==> config.mk <==
export PLATFORM = sky130hd
export DESIGN_NAME = counter_sequencer
export DESIGN_NICKNAME = d
export VERILOG_FILES = /design/src/rtl/counter_sequencer.sv
export SDC_FILE = /design/constraint.sdc
export NUM_CORES = 1
export LEC_CHECK = 0
export CAP_MARGIN = 20
export CORE_MARGIN = 1.5
export CORE_UTILIZATION = 50
export CTS_CLUSTER_DIAMETER = 30
export DETAILED_ROUTE_END_ITERATION = 7
export PLACE_DENSITY = 0.84
export SLEW_MARGIN = 20
export SYNTH_ARGS = -nofsm -noshare
export SYNTH_HDL_FRONTEND = slang
export SYNTH_SLANG_ARGS = --single-unit
==> constraint.sdc <==
create_clock -name CLK -period 1.9 [get_ports CLK]
set_input_delay 0.285 -clock CLK [delete_from_list [all_inputs] [get_ports CLK]]
set_output_delay 0.285 -clock CLK [all_outputs]
set_load 0.02 [all_outputs]
==> src/rtl/counter_sequencer.sv <==
// counter_sequencer: run controller around a prescaled up-counter.
//
// Purpose:
//   The host loads a terminal count, a prescale divisor and a mode through a
//   valid/ready config handshake. The block then runs the counter through
//   load, run, hold and terminal-count events.
//
// Ports:
//   CLK           clock, rising edge
//   RESET_N       asynchronous active-low reset
//   vccd1/vssd1   power pins (only when USE_POWER_PINS is defined)
//   CFG_VALID     config offer
//   CFG_READY     config can be accepted (low only in RUN)
//   CFG_LIMIT     terminal count
//   CFG_PRESCALE  tick every CFG_PRESCALE+1 cycles
//   CFG_PERIODIC  1 = auto-restart, 0 = one-shot
//   START         begin/resume counting
//   STOP          pause counting
//   C             current count
//   BUSY          state is RUN
//   DONE          one-cycle pulse after the terminal edge
//   IRQ_CLR/IRQ   sticky DONE flag and its clear
//                 (only when COUNTER_SEQUENCER_IRQ_EN is defined)
//
// Optional feature macro: COUNTER_SEQUENCER_IRQ_EN
module counter_sequencer #(
   parameter int WIDTH      = 8,
   parameter int PRESCALE_W = 4
) (
`ifdef USE_POWER_PINS
   inout  wire                    vccd1,
   inout  wire                    vssd1,
`endif
   input  logic                   CLK,
   input  logic                   RESET_N,
   input  logic                   CFG_VALID,
   output logic                   CFG_READY,
   input  logic [WIDTH-1:0]       CFG_LIMIT,
   input  logic [PRESCALE_W-1:0]  CFG_PRESCALE,
   input  logic                   CFG_PERIODIC,
   input  logic                   START,
   input  logic                   STOP,
`ifdef COUNTER_SEQUENCER_IRQ_EN
   input  logic                   IRQ_CLR,
   output logic                   IRQ,
`endif
   output logic [WIDTH-1:0]       C,
   output logic                   BUSY,
   output logic                   DONE
);

   typedef enum logic [1:0] {
      S_IDLE,
      S_LOADED,
      S_RUN,
      S_HOLD
   } state_t;

   state_t                 state, state_n;
   logic [WIDTH-1:0]       cnt, cnt_n;
   logic [PRESCALE_W-1:0]  ps, ps_n;
   logic [WIDTH-1:0]       limit_q, limit_n;
   logic [PRESCALE_W-1:0]  pre_q, pre_n;
   logic                   per_q, per_n;
   logic                   done_q, done_n;
   logic                   busy_q;
   logic                   cfg_xfer;

   assign CFG_READY = (state != S_RUN);
   assign cfg_xfer  = CFG_VALID && CFG_READY;

   always_ff @(posedge CLK or negedge RESET_N) begin
      if (!RESET_N) begin
         state   <= S_IDLE;
         cnt     <= '0;
         ps      <= '0;
         limit_q <= '0;
         pre_q   <= '0;
         per_q   <= 1'b0;
         done_q  <= 1'b0;
         busy_q  <= 1'b0;
      end else begin
         state   <= state_n;
         cnt     <= cnt_n;
         ps      <= ps_n;
         limit_q <= limit_n;
         pre_q   <= pre_n;
         per_q   <= per_n;
         done_q  <= done_n;
         busy_q  <= (state_n == S_RUN);
      end
   end

   always_comb begin
      state_n = state;
      cnt_n   = cnt;
      ps_n    = ps;
      limit_n = limit_q;
      pre_n   = pre_q;
      per_n   = per_q;
      done_n  = 1'b0;
      // A config transfer overrides any coincident START.
      if (cfg_xfer) begin
         limit_n = CFG_LIMIT;
         pre_n   = CFG_PRESCALE;
         per_n   = CFG_PERIODIC;
         cnt_n   = '0;
         ps_n    = '0;
         state_n = S_LOADED;
      end else begin
         unique case (state)
            S_IDLE: ;
            S_LOADED,
            S_HOLD: begin
               if (START) state_n = S_RUN;
            end
            S_RUN: begin
               // STOP freezes everything, even a terminal tick.
               if (STOP) begin
                  state_n = S_HOLD;
               end else if (ps == pre_q) begin
                  ps_n = '0;
                  if (cnt == limit_q) begin
                     cnt_n  = '0;
                     done_n = 1'b1;
                     if (!per_q) state_n = S_LOADED;
                  end else begin
                     cnt_n = cnt + 1'b1;
                  end
               end else begin
                  ps_n = ps + 1'b1;
               end
            end
            default: state_n = S_IDLE;
         endcase
      end
   end

   assign C    = cnt;
   assign BUSY = busy_q;
   assign DONE = done_q;

`ifdef COUNTER_SEQUENCER_IRQ_EN
   logic irq_q;

   // Set has priority over a simultaneous clear.
   always_ff @(posedge CLK or negedge RESET_N) begin
      if (!RESET_N)     irq_q <= 1'b0;
      else if (done_q)  irq_q <= 1'b1;
      else if (IRQ_CLR) irq_q <= 1'b0;
   end

   assign IRQ = irq_q;
`endif

endmodule

==> results of run 1 <==
state kept, by name, indices dropped and copies added (netlist names):
register	cells
DONE	1
per_q	1
C	8
pre_q	4
limit_q	8
state	2
BUSY	1
ps	4
through the flow:
step | worst slack (ns) | std cells | utilization | setup TNS, ns
floorplan | 0.113 | 138 | - | 0
global placement | 0.0133 | 207 | 0.688 | 0
detailed placement | -0.0336 | 207 | 0.688 | -0.0982
CTS | 0.0731 | 215 | 0.705 | 0
global route | -0.0164 | 215 | 0.709 | -0.0164
finish | 0.0682 | 215 | 0.709 | 0
cell usage after synthesis, types with 3 or more instances:
master / count / area, sq um
and3_1: 3 / 18.8
xnor2_1: 8 / 70.1
a21oi_1: 7 / 35.0
mux2_2: 14 / 158
o211ai_1: 3 / 22.5
nor3_1: 5 / 25.0
nand2_1: 11 / 41.3
xor2_1: 5 / 43.8
dfrtp_1: 29 / 726
buf_2: 3 / 15.0
nand3_1: 4 / 20.0
nor2_1: 4 / 15.0
o21ai_0: 6 / 30.0
nor4_1: 7 / 43.8
kinds of logic after synthesis:
logic type	synth area share
AND/OR/NAND/NOR	0.168
flip-flops	0.479
AO/OA/AOI/OAI	0.128
multiplexers	0.104
XOR/XNOR	0.0751
buffers and inverters	0.0289
adder cells (fa/ha/maj)	0.0165
power by group through the flow:
stage                     combinational [mW]  sequential, mW  clock (mW)
after detailed placement               0.299           0.736           0
after floorplan                        0.178           0.730           0
final                                  0.301           0.725       0.366
after CTS                              0.299           0.723       0.370
after global placement                 0.287           0.732           0
after global routing                   0.332           0.734       0.410
placed cells by master, fill, tap and decap left out, types with 2 or more instances in the layout:
cell             netlist  layout
ha_1                   2       2
clkbuf_4               0       5
o21a_1                 2       2
and3_1                 3       3
a21oi_1                7       7
nand3_1                4       4
buf_4                  0      16
o211ai_1               3       3
nor2_1                 4       4
o221ai_1               2       2
nand2_1               11      11
dfrtp_1               29      29
clkdlybuf4s50_1        0      27
nor4_1                 7       7
o22ai_1                2       2
a32o_1                 2       2
nor3_1                 5       5
xor2_1                 5       5
clkbuf_1               2       3
nand4_1                2       2
o21ai_0                6       6
mux2_2                14      14
xnor2_1                8       8
final cells by class:
| cell class | instances | area (sq um) |
|---|---|---|
| Tap cell | 31 | 38.8 |
| Clock buffer | 8 | 48.8 |
| Sequential cell | 29 | 726 |
| Timing Repair Buffer | 45 | 419 |
| Fill cell | 205 | 816 |
| Multi-Input combinational cell | 102 | 757 |
final timing paths:
kind | depth (start not counted) | slack [ns] | end | startpoint
max in group asynchronous | 2 | 1.30 | C[0] | RESET_N
worst max register to register | 5 | 0.07 | C[7] | ps[1]
min in group CLK | 1 | 0.53 | pre_q[0] | pre_q[0]
worst min-delay path | 2 | 0.31 | C[3] | RESET_N
worst max-delay path | 2 | 0.07 | C[6] | C[6]
worst min register to register | 1 | 0.53 | pre_q[0] | pre_q[0]
layer usage:
metal  routed length [um]  GRT usage  share of wire
met1                 1430      0.293           0.41
met2                 1680      0.381           0.49
met3                  293     0.0826          0.085
met4                   63     0.0963          0.018
met5                    0          0              0
worst max-delay path: stages, from the launching register on:
cell	delay [ns]
dfrtp_1	0.42
buf_4	0.17
clkdlybuf4s50_1	0.61
repair_timing:
action / CTS / global route
endpoints found under the hold margin: 0 / 0
setup buffers: 0 / 0
endpoints found under the setup margin: 1 / 1
resized for setup: 1 / 1
gates cloned: 0 / 0
==> flow_summary_export.csv, run 1 <==
group,metric,value,unit
run,maxCapViolCount,0,
route,dr.pass1.iters,6,
layout,fin_area,1990,sq um
power_and_ir_drop,internal-power,989,uW
critical_path,crit_fanout,6,
route,finalWirelength,3470,um
timing,drv_slew,0,
power_and_ir_drop,p_leak,0.810,nW
power_and_ir_drop,pwr-share-comb,0.217,
clock_network,cts_hold_buf,0,
clock_network,cts-root-buf,"clkbuf_4",
critical_path,endpoint_kind,"primary output",
floorplan,die_h,58.1,um
timing,fmaxAchievable,546,MHz
floorplan,fp.dieW,58.1,um
power_and_ir_drop,switching_power,402,uW
clock_network,clock_latency,0.35,ns
logic_synthesis,synth_edf_count,0,
floorplan,num_io_pins,29,
clock_network,cts_tree,"built",
logic_synthesis,syn-num-nets,158,
placement,postPlaceCellArea,1930,sq um
global_routing,grt_usage,0.238,
route,drc,0,
route,ant_nets,0,
timing,hold_viol,0,
clock_network,cts_max_path_buffers,2,
layout,syn_to_final_growth,31.3,%
critical_path,timing_worst_setup_path_type,"reg2out",
route,drtIter0Drc,74,
global_routing,globalRouteOverflowTotal,0,
placement,portBuffers,28,
placement,hpwl,2480,um
logic_synthesis,syn_area,1520,sq um
timing,skew,0.0182,ns
critical_path,startpoint_type,"flip-flop",
global_routing,antenna_found_initial,0,
logic_synthesis,ys_ff_latch,29,
power_and_ir_drop,p_per_area,699,nW/um^2
clock_network,cts_buffers,5,
power_and_ir_drop,p_clk_frac,0.263,
outcome,status,"complete, no violations",
hold_path,hold_path.class,"in2async",
floorplan,start_util,0.540,
logic_synthesis,synth-main-ff-cell,"dfrtp_1",
clock_network,cts.clk_slew.worst_paths,0.10,ns
route,vias_per_cell,5.97,
global_routing,grt_pass1_wl,5920,um
clock_network,clock_sinks,29,
layout,fin_nets,203,
layout,n_antenna_cell,0,
critical_path,crit_arrival,1.55,ns
power_and_ir_drop,netSwitchingFraction,0.289,
global_routing,grt_max_degree,30,
timing,setup_viol,0,
power_and_ir_drop,seq_power_share,0.521,
timing,worst_pin_slew,0.365,ns
timing,fin_hold_ws,0.307,ns
logic_synthesis,synthesis.instances,138,
logic_synthesis,ys_seq_area_frac,0.479,
global_routing,grt_pass1_vias,1325,
route,vias,1283,
power_and_ir_drop,ir_worst_vdd,0.550,mV
timing,fin_crit_sh,0.964,
floorplan,core.rowCount,19,
logic_synthesis,synthArstFlopShare,1.00,
critical_path,worstPathRequired,1.62,ns
layout,drive_gt1_frac,0.223,
logic_synthesis,ys_types,36,
clock_network,htreeDepth,2,
floorplan,coreArea,2810,sq um
route,wl_per_cell,16.1,um
placement,gp_congestion,0.923,
floorplan,die_area,3370,sq um
logic_synthesis,synth_area_per_cell,11.0,sq um
logic_synthesis,yosys_warnings,0,
power_and_ir_drop,p_total,1.39,mW
timing,slew_headroom,0.757,
timing,final.min_clock_period,1.83,ns
No activity file was read; power rests on OpenSTA's default activity.
==> run 2, diff against run 1 <==
--- a/config.mk
+++ b/config.mk
@@ -5,12 +5,13 @@
 export SDC_FILE = /design/constraint.sdc
 export NUM_CORES = 1
 export LEC_CHECK = 0
-export CAP_MARGIN = 20
+export CAP_MARGIN = 30
 export CORE_MARGIN = 1.5
 export CORE_UTILIZATION = 50
 export CTS_CLUSTER_DIAMETER = 30
 export DETAILED_ROUTE_END_ITERATION = 7
 export PLACE_DENSITY = 0.84
+export SKIP_LAST_GASP = 1
 export SLEW_MARGIN = 20
 export SYNTH_ARGS = -nofsm -noshare
 export SYNTH_HDL_FRONTEND = slang
==> results of run 2 <==
No change in the layout: final DEF, timing and power equal those of run 1.
